## src/rtl/mc_control_fsm.sv

```systemverilog
// mc_control_fsm: multi-cycle control FSM for the lime datapath.
// Decodes {Func, Opc} into datapath strobes with a memory-wait handshake, a global
// stall, and a retire pulse/counter. Optional trap handling (illegal decode and
// memory-wait timeout into an absorbing TRAP state) is enabled by defining CTRL_TRAP_EN.
module mc_control_fsm #(
    parameter int unsigned FUNC_W  = 4,
    parameter int unsigned OPC_W   = 3,
    parameter int unsigned ALUOP_W = 4,
    parameter int unsigned TMO_W   = 4,
    parameter int unsigned CNT_W   = 16
) (
    input  logic               CLK,
    input  logic               Reset_n,
    input  logic [FUNC_W-1:0]  Func,
    input  logic [OPC_W-1:0]   Opc,
    input  logic               Stall,
    input  logic               MemReady,
    output logic               Branch,
    output logic               IoD,
    output logic               IRWrite,
    output logic               Mem2Reg,
    output logic               MemR,
    output logic               MemW,
    output logic               PCSrc,
    output logic               PCWrite,
    output logic               RegWrite,
    output logic [1:0]         ALUSrcA,
    output logic [1:0]         ALUSrcB,
    output logic [1:0]         BranchType,
    output logic [ALUOP_W-1:0] ALUOp,
    output logic [3:0]         State,
    output logic               Retire,
    output logic [CNT_W-1:0]   RetireCnt,
    output logic               Illegal,
    output logic               MemTimeout
);

    typedef enum logic [3:0] {
        S_FETCH    = 4'd0,
        S_DECODE   = 4'd1,
        S_RTYPE    = 4'd2,
        S_RITYPE   = 4'd3,
        S_RTYPEEND = 4'd4,
        S_LW1      = 4'd5,
        S_LW2      = 4'd6,
        S_SW       = 4'd7,
        S_JALR     = 4'd8,
        S_BRANCH   = 4'd9,
        S_BRANCH2  = 4'd10,
        S_JAL      = 4'd11,
        S_TRAP     = 4'd12
    } state_e;

    localparam logic [TMO_W-1:0] WAIT_MAX = '1;

    state_e           state_q, state_d;
    logic [TMO_W-1:0] wait_q, wait_d;
    logic [CNT_W-1:0] cnt_q, cnt_d;
    logic             ill_q, ill_d;
    logic             tmo_q, tmo_d;
    logic             retire_c;
    logic             mem_wait_c;
    logic             illegal_c;
    logic [3:0]       func_lo;
    logic [2:0]       opc_lo;
    logic             upper_nz;
    logic [3:0]       alu_code;

    assign func_lo  = Func[3:0];
    assign opc_lo   = Opc[2:0];
    // Any nonzero bit above the architected fields makes the instruction illegal.
    assign upper_nz = ((Func >> 4) != '0) || ((Opc >> 3) != '0);

    // Map the func field onto the 4-bit ALU operation code.
    function automatic logic [3:0] alu_map(input logic [3:0] f);
        logic [3:0] r;
        if (f <= 4'd8) begin
            r = f;
        end else if (f == 4'd9 || f == 4'd10) begin
            r = 4'd9;
        end else if (f == 4'd12) begin
            r = 4'd12;
        end else begin
            r = 4'hF;
        end
        return r;
    endfunction

    // Next-state, wait counter, retire counter and fault flags.
    always_comb begin
        state_d    = state_q;
        wait_d     = wait_q;
        cnt_d      = cnt_q;
        ill_d      = ill_q;
        tmo_d      = tmo_q;
        retire_c   = 1'b0;
        mem_wait_c = 1'b0;
        illegal_c  = 1'b0;
        if (!Stall) begin
            case (state_q)
                S_FETCH: begin
                    if (MemReady) state_d = S_DECODE;
                    else          mem_wait_c = 1'b1;
                end
                S_DECODE: begin
                    if (upper_nz) begin
                        illegal_c = 1'b1;
                    end else begin
                        case (opc_lo)
                            3'd0: state_d = S_RTYPE;
                            3'd1: begin
                                if (func_lo == 4'd11)      state_d = S_JALR;
                                else if (func_lo >= 4'd12) state_d = S_BRANCH;
                                else                       state_d = S_RITYPE;
                            end
                            3'd2: state_d = S_RITYPE;
                            3'd3: begin
                                state_d  = S_FETCH;
                                retire_c = 1'b1;
                            end
                            3'd4:    state_d = S_JAL;
                            default: illegal_c = 1'b1;
                        endcase
                    end
                end
                S_RTYPE: state_d = S_RTYPEEND;
                S_RITYPE: begin
                    if (func_lo == 4'd9)       state_d = S_LW1;
                    else if (func_lo == 4'd10) state_d = S_SW;
                    else                       state_d = S_RTYPEEND;
                end
                S_LW1: begin
                    if (MemReady) state_d = S_LW2;
                    else          mem_wait_c = 1'b1;
                end
                S_SW: begin
                    if (MemReady) begin
                        state_d  = S_FETCH;
                        retire_c = 1'b1;
                    end else begin
                        mem_wait_c = 1'b1;
                    end
                end
                S_RTYPEEND, S_LW2, S_JAL, S_JALR, S_BRANCH2: begin
                    state_d  = S_FETCH;
                    retire_c = 1'b1;
                end
                S_BRANCH: state_d = S_BRANCH2;
                S_TRAP:   state_d = S_TRAP;
                default:  state_d = S_FETCH;
            endcase
`ifdef CTRL_TRAP_EN
            if (illegal_c) begin
                state_d = S_TRAP;
                ill_d   = 1'b1;
            end
            // The held cycle that brings the counter to its maximum ends the wait.
            if (mem_wait_c && (wait_q == WAIT_MAX - TMO_W'(1))) begin
                state_d = S_TRAP;
                tmo_d   = 1'b1;
            end
`else
            if (illegal_c) state_d = S_FETCH;
`endif
            if (state_d != state_q) begin
                wait_d = '0;
            end else if (mem_wait_c && (wait_q != WAIT_MAX)) begin
                wait_d = wait_q + TMO_W'(1);
            end
            if (retire_c) cnt_d = cnt_q + CNT_W'(1);
        end
    end

    // State and bookkeeping registers.
    always_ff @(posedge CLK or negedge Reset_n) begin
        if (!Reset_n) begin
            state_q <= S_FETCH;
            wait_q  <= '0;
            cnt_q   <= '0;
            ill_q   <= 1'b0;
            tmo_q   <= 1'b0;
        end else begin
            state_q <= state_d;
            wait_q  <= wait_d;
            cnt_q   <= cnt_d;
            ill_q   <= ill_d;
            tmo_q   <= tmo_d;
        end
    end

    // Datapath strobes decoded from the current state, then stall/reset gating.
    always_comb begin
        Branch     = 1'b0;
        IoD        = 1'b0;
        IRWrite    = 1'b0;
        Mem2Reg    = 1'b0;
        MemR       = 1'b0;
        MemW       = 1'b0;
        PCSrc      = 1'b0;
        PCWrite    = 1'b0;
        RegWrite   = 1'b0;
        ALUSrcA    = 2'd0;
        ALUSrcB    = 2'd0;
        BranchType = 2'd0;
        alu_code   = 4'hF;
        case (state_q)
            S_FETCH: begin
                MemR     = 1'b1;
                ALUSrcB  = 2'd1;
                alu_code = 4'd0;
                IRWrite  = MemReady;
                PCWrite  = MemReady;
            end
            S_RTYPE: begin
                alu_code = alu_map(func_lo);
                ALUSrcA  = 2'd2;
            end
            S_RITYPE: begin
                alu_code = alu_map(func_lo);
                ALUSrcA  = 2'd2;
                ALUSrcB  = 2'd2;
            end
            S_RTYPEEND: RegWrite = 1'b1;
            S_LW1: begin
                IoD  = 1'b1;
                MemR = 1'b1;
            end
            S_LW2: begin
                RegWrite = 1'b1;
                Mem2Reg  = 1'b1;
            end
            S_SW: begin
                IoD    = 1'b1;
                MemW   = 1'b1;
                Branch = 1'b1;
            end
            S_JALR: begin
                alu_code = 4'd7;
                ALUSrcA  = 2'd3;
                ALUSrcB  = 2'd1;
                RegWrite = 1'b1;
            end
            S_JAL: begin
                alu_code = 4'd7;
                ALUSrcA  = 2'd3;
                ALUSrcB  = 2'd1;
                PCWrite  = 1'b1;
            end
            S_BRANCH: begin
                alu_code   = 4'd9;
                ALUSrcB    = 2'd2;
                Branch     = 1'b1;
                BranchType = func_lo[1:0];
            end
            S_BRANCH2: begin
                alu_code   = 4'd1;
                ALUSrcA    = 2'd2;
                Branch     = 1'b1;
                BranchType = func_lo[1:0];
                PCSrc      = 1'b1;
                PCWrite    = 1'b1;
            end
            default: ;
        endcase
        if (Stall) begin
            IRWrite  = 1'b0;
            PCWrite  = 1'b0;
            RegWrite = 1'b0;
            MemW     = 1'b0;
        end
        if (!Reset_n) begin
            IRWrite  = 1'b0;
            PCWrite  = 1'b0;
            RegWrite = 1'b0;
            MemW     = 1'b0;
            MemR     = 1'b0;
        end
        ALUOp = ALUOP_W'(alu_code);
    end

    assign State      = state_q;
    assign Retire     = retire_c & Reset_n;
    assign RetireCnt  = cnt_q;
    assign Illegal    = ill_q;
    assign MemTimeout = tmo_q;

endmodule
```

## config.mk

```make
export PLATFORM = sky130hd
export DESIGN_NAME = mc_control_fsm
export DESIGN_NICKNAME = d
export VERILOG_FILES = /design/src/rtl/mc_control_fsm.sv
export SDC_FILE = /design/constraint.sdc
export NUM_CORES = 1
export LEC_CHECK = 0
export CAP_MARGIN = 20
export CORE_MARGIN = 2
export CORE_UTILIZATION = 40
export CTS_CLUSTER_DIAMETER = 60
export DETAILED_ROUTE_END_ITERATION = 8
export GPL_ROUTABILITY_DRIVEN = 0
export PLACE_DENSITY = 0.83
export SYNTH_ARGS = -nofsm -noshare
export SYNTH_HDL_FRONTEND = slang
export SYNTH_SLANG_ARGS = --single-unit
```

## constraint.sdc

```tcl
create_clock -name CLK -period 4.05 [get_ports CLK]
set_clock_uncertainty 0.05 [all_clocks]
set_input_delay 0.81 -clock CLK [delete_from_list [all_inputs] [get_ports CLK]]
set_output_delay 0.81 -clock CLK [all_outputs]
set_load 0.01 [all_outputs]
```

# == Word level (Yosys, flattened, before mapping) ==
# Index checks and enable logic that the tools add are counted.
# totals
out_inout_bits,42
ff_bits,20
# classes
magnitude_cmp,2
add_sub_neg,1
n_eq_ne,24
muxes,43
n_bitwise,2
reduce_logical,18
# op_table
op,count
$pmux W4 S5,2
$eq A4 B4 Y1 const B,9
$pmux W4 S8,1
$mux W4,7
$mux W1,24
$add A16 B1 Y16 const B,1
$eq A4 B3 Y1 const B,4
$reduce_or A2 Y1,7
$reduce_or A3 Y1,4
$reduce_or A5 Y1,2
$ne A3 B3 Y1 const B,3
$eq A4 B2 Y1 const B,2
$mux W2,4
$pmux W2 S2,2
$ne A7 B3 Y1 const B,1
$eq A3 B2 Y1 const B,2
$reduce_and A5 Y1,1
$eq A4 B1 Y1 const B,1
$ge A4 B4 Y1 const B,1
$le A4 B4 Y1 const B,1
$logic_not A4 Y1,1
$eq A3 B1 Y1 const B,1
$eq A3 B3 Y1 const B,1
$logic_not A3 Y1,1
other kinds (7),7

# == Logic depth before layout (Yosys ltp) ==
# depth
depth_word,7
mapped_depth,7
mapped_depth_nobuf,6

# == Least setup slack after synthesis ==
# No wires, ideal clock.
# synth_timing
path_kind,input -> output
from,input Stall
to,output PCWrite
n_path_buf,1
path_slack_ps,1404
arrival_time_ps,1786
path_stages,4
path_cell_list,clkbuf_1 -> nand2b_1 -> nor3_1 -> or2_2
# synth_between
elab_chain_len,2
# synth_lines
item,line_no,text
from (decl),16,"input logic Stall,"
$mux W1,265,if (Stall) begin
$mux W1,271,if (!Reset_n) begin
to (decl),25,"output logic PCWrite,"
# No other way between the ends.

# == Worst setup path after layout ==
# layout_timing
from,input Func[0]
to,output ALUOp[1]
# layout_between
elab_chain_len,5
elab_cells_between_ends,9
# layout_lines
item,line_no,text
from (decl),14,"input logic [FUNC_W-1:0] Func,"
$eq A4 B4 Y1 (on tied branches),"81, 79",
$mux W2 or $logic_or A1 B1 Y1 (tied branches),"81, 79",
$mux W3,79,end else if (f == 4'd9 || f == 4'd10) begin
$mux W4 (*),77,if (f <= 4'd8) begin
$pmux W4 S5 (*),206,case (state_q)
to (decl),30,"output logic [ALUOP_W-1:0] ALUOp,"
# Every way passes the cells marked *; elsewhere a longest branch is shown, timed or not.

==> results.yml <==
status:
  status: "finished, final reports clean"
sta:
  grt_setup_unrepaired: "false"
  tightest_slew_ps: 780
  finalSetupViolations: 0
  timing.final.crit_share_pct: 85.7
  fin_tns_setup_ps: 0
  layout_setup_ws_ps: 577
  finalMaxSlewViolations: 0
  hold_violations: 0
  fin_crit_ps: 3470
  slew_headroom_pct: 48.0
  clock.fmax_mhz: 288
placed_design:
  preCtsSetupSlack_ps: 594
  dpl.hpwl_um: 2530
  place_inst: 267
  port_buffers: 50
pwr:
  p_sw_share_pct: 38.8
  power.internal_w: 0.000603
  comb_power_share_pct: 51.2
  p_clk_share_pct: 16.6
  p_switching_w: 0.000383
  p_leak_nw: 0.791
  pwr-share-seq_pct: 32.2
  p_per_area_mw_per_mm2: 487
  peakVddDrop_mv: 0.300
synth:
  synth_edf_count: 0
  synthArstFlopShare_pct: 100
  synth_cell_type_count: 44
  yosysSeqAreaShare_pct: 34.5
  synth_ff_type: "dfrtp_1"
  ys_warn_count: 0
  synth_area_mm2: 0.00145
  yosys_register_bits: 20
  synth_area_per_cell_um2: 8.06
  syn-instance-count: 180
die:
  fp.dieW_um: 64.2
  start_util_pct: 42.5
  core_area_mm2: 0.00342
  row_count: 21
  io_pins: 53
  dieArea_mm2: 0.00413
  dieHeight_um: 64.2
clock_network:
  insertion_delay_ps: 310
  clk_pin_slew_worst_paths_ps: 120
  postCtsSetupBuffers: 0
  hold_buffers: 0
  cts_made_buffers: 3
  clock_sinks: 20
  root_buffer: "clkbuf_4"
  cts_resized: 0
  cts_htree_levels: 1
  cts_tree: "built"
  clock_path_buffers: 2
global_route:
  grt_pass1_vias: 1301
  grt_overflow: 0
  grt_pass1_wl_um: 5870
  grt_max_degree: 26
  grt_util_all_layers_pct: 17.4
  antenna_found_initial: 0
cells_and_area:
  final_common_cell: "clkdlybuf4s50_1"
  nFillCells: 307
  final_cell_mix: "50 x clkdlybuf4s50_1, 20 x dfrtp_1, 20 x nand2_1"
  drive_gt1_share_pct: 6.22
  nets: 238
  final_cells: 271
  final_util_pct: 59.3
  diodes: 0
  syn2layout_area_growth_pct: 39.6
detailed_routing:
  antenna_left: 0
  drc: 0
  detail_route.wl_per_cell_um: 12.8
  dr.pass1.iters: 4
  dr_total_vias: 1414
  drt_iter0_markers: 135
  via_per_inst: 5.22
  finalWirelength_um: 3460
setup_path:
  critPathCaptureType: "output port"
  reg2reg_from: "State[3]"
  rr_endpoint: "RetireCnt[13]"
  cp.arrival_ps: 2610
  crit_required_ps: 3190
  startpoint_type: "input port"
  rrSetupSlack_ps: 1780
  critPathKind: "in2out"
  r2r_cells: 6
  cp_max_fo: 9
worst_hold_path:
  min-delay-start: "RetireCnt[8]"
  whs_path_depth: 1
  min_to: "RetireCnt[8]"
  holdCritPathClass: "reg2reg"
flow_run:
  cap_violations: 0
-- cell usage after synthesis, drive strengths merged, types with 3 or more instances --
| cell | n | area share [%] |
|---|---|---|
| clkbuf | 7 | 1.8 |
| and2 | 4 | 1.7 |
| a21oi | 8 | 2.8 |
| nand2 | 20 | 5.2 |
| buf | 5 | 2.0 |
| nand2b | 4 | 1.7 |
| inv | 3 | 0.78 |
| and3 | 4 | 1.7 |
| nor2 | 20 | 5.3 |
| nor3 | 7 | 2.8 |
| nand4 | 4 | 1.7 |
| nor2b | 4 | 1.7 |
| dfrtp | 20 | 34 |
| o21ai | 11 | 3.8 |
| nand3 | 13 | 4.5 |
| xnor2 | 16 | 9.7 |
| xor2 | 3 | 1.8 |
-- critical path, stage by stage --
cell and delay (ps):
clkdlybuf4s50_1 630, nand2b_1 150, a21oi_1 70, o21ai_0 180, a21oi_1 80, o21bai_1 150
clkdlybuf4s50_1 540
-- flip-flops by register name, summed over array words and instances, names as in the netlist --
signal and flops:
RetireCnt 16, State 4
-- cells by family (layout without fill, tap and decap cells) --
group	after synthesis	count (layout)	synth area share (%)
buf+inv	15	59	4.57
fa+ha+maj	1	1	0.862
mux	2	2	1.47
flops	20	20	34.5
xor+xnor	19	19	11.5
simple gates	87	87	30.8
other cells	1	2	0.258
compound gates	35	35	16.1
-- worst max-delay path by stage --
stage | start | to | slack [ps] | cells past startpoint
2_1_floorplan | Stall | PCWrite | 1400 | 4
3_3_place_gp | Func[0] | ALUOp[1] | 630 | 7
3_5_place_dp | Func[0] | ALUOp[1] | 590 | 7
4_1_cts | Func[0] | ALUOp[1] | 590 | 7
5_1_grt | Func[0] | ALUOp[1] | 470 | 7
6_report | Func[0] | ALUOp[1] | 580 | 7
-- per-layer routing --
| layer | track usage, % | share of wire [%] |
|---|---|---|
| met5 | 0 | 0 |
| met2 | 28.8 | 44 |
| met1 | 24.0 | 47 |
| met3 | 2.11 | 7.6 |
| met4 | 4.79 | 1.0 |
-- final cells by class --
cell class,count,area (µm²),share of cell area (%)
Multi-Input combinational cell,146,888,43.9
Timing Repair Buffer,52,515,25.4
Sequential cell,20,500,24.7
Tap cell,46,57.6,2.84
Clock inverter,1,30.0,1.48
Clock buffer,3,22.5,1.11
Inverter,3,11.3,0.556
-- metrics by stage --
step / total power, W / area [µm²] / hold WS, ps
final: 0.000986 / 2030 / 445
after floorplan: 0.000595 / 1460 / 457
after detailed placement: 0.000826 / 1970 / 430
after CTS: 0.000989 / 2030 / 452
after global placement: 0.000818 / 1970 / 415
after global routing: 0.00105 / 2030 / 473
-- power groups by stage --
stage	clock network, W	logic (W)	registers [W]
2_1_floorplan	0	0.000305	0.000290
3_3_place_gp	0	0.000498	0.000320
4_1_cts	0.000164	0.000507	0.000317
6_report	0.000164	0.000505	0.000317
5_1_grt	0.000171	0.000553	0.000331
3_5_place_dp	0	0.000504	0.000321
Note: power is estimated with default switching activity, not from simulation.
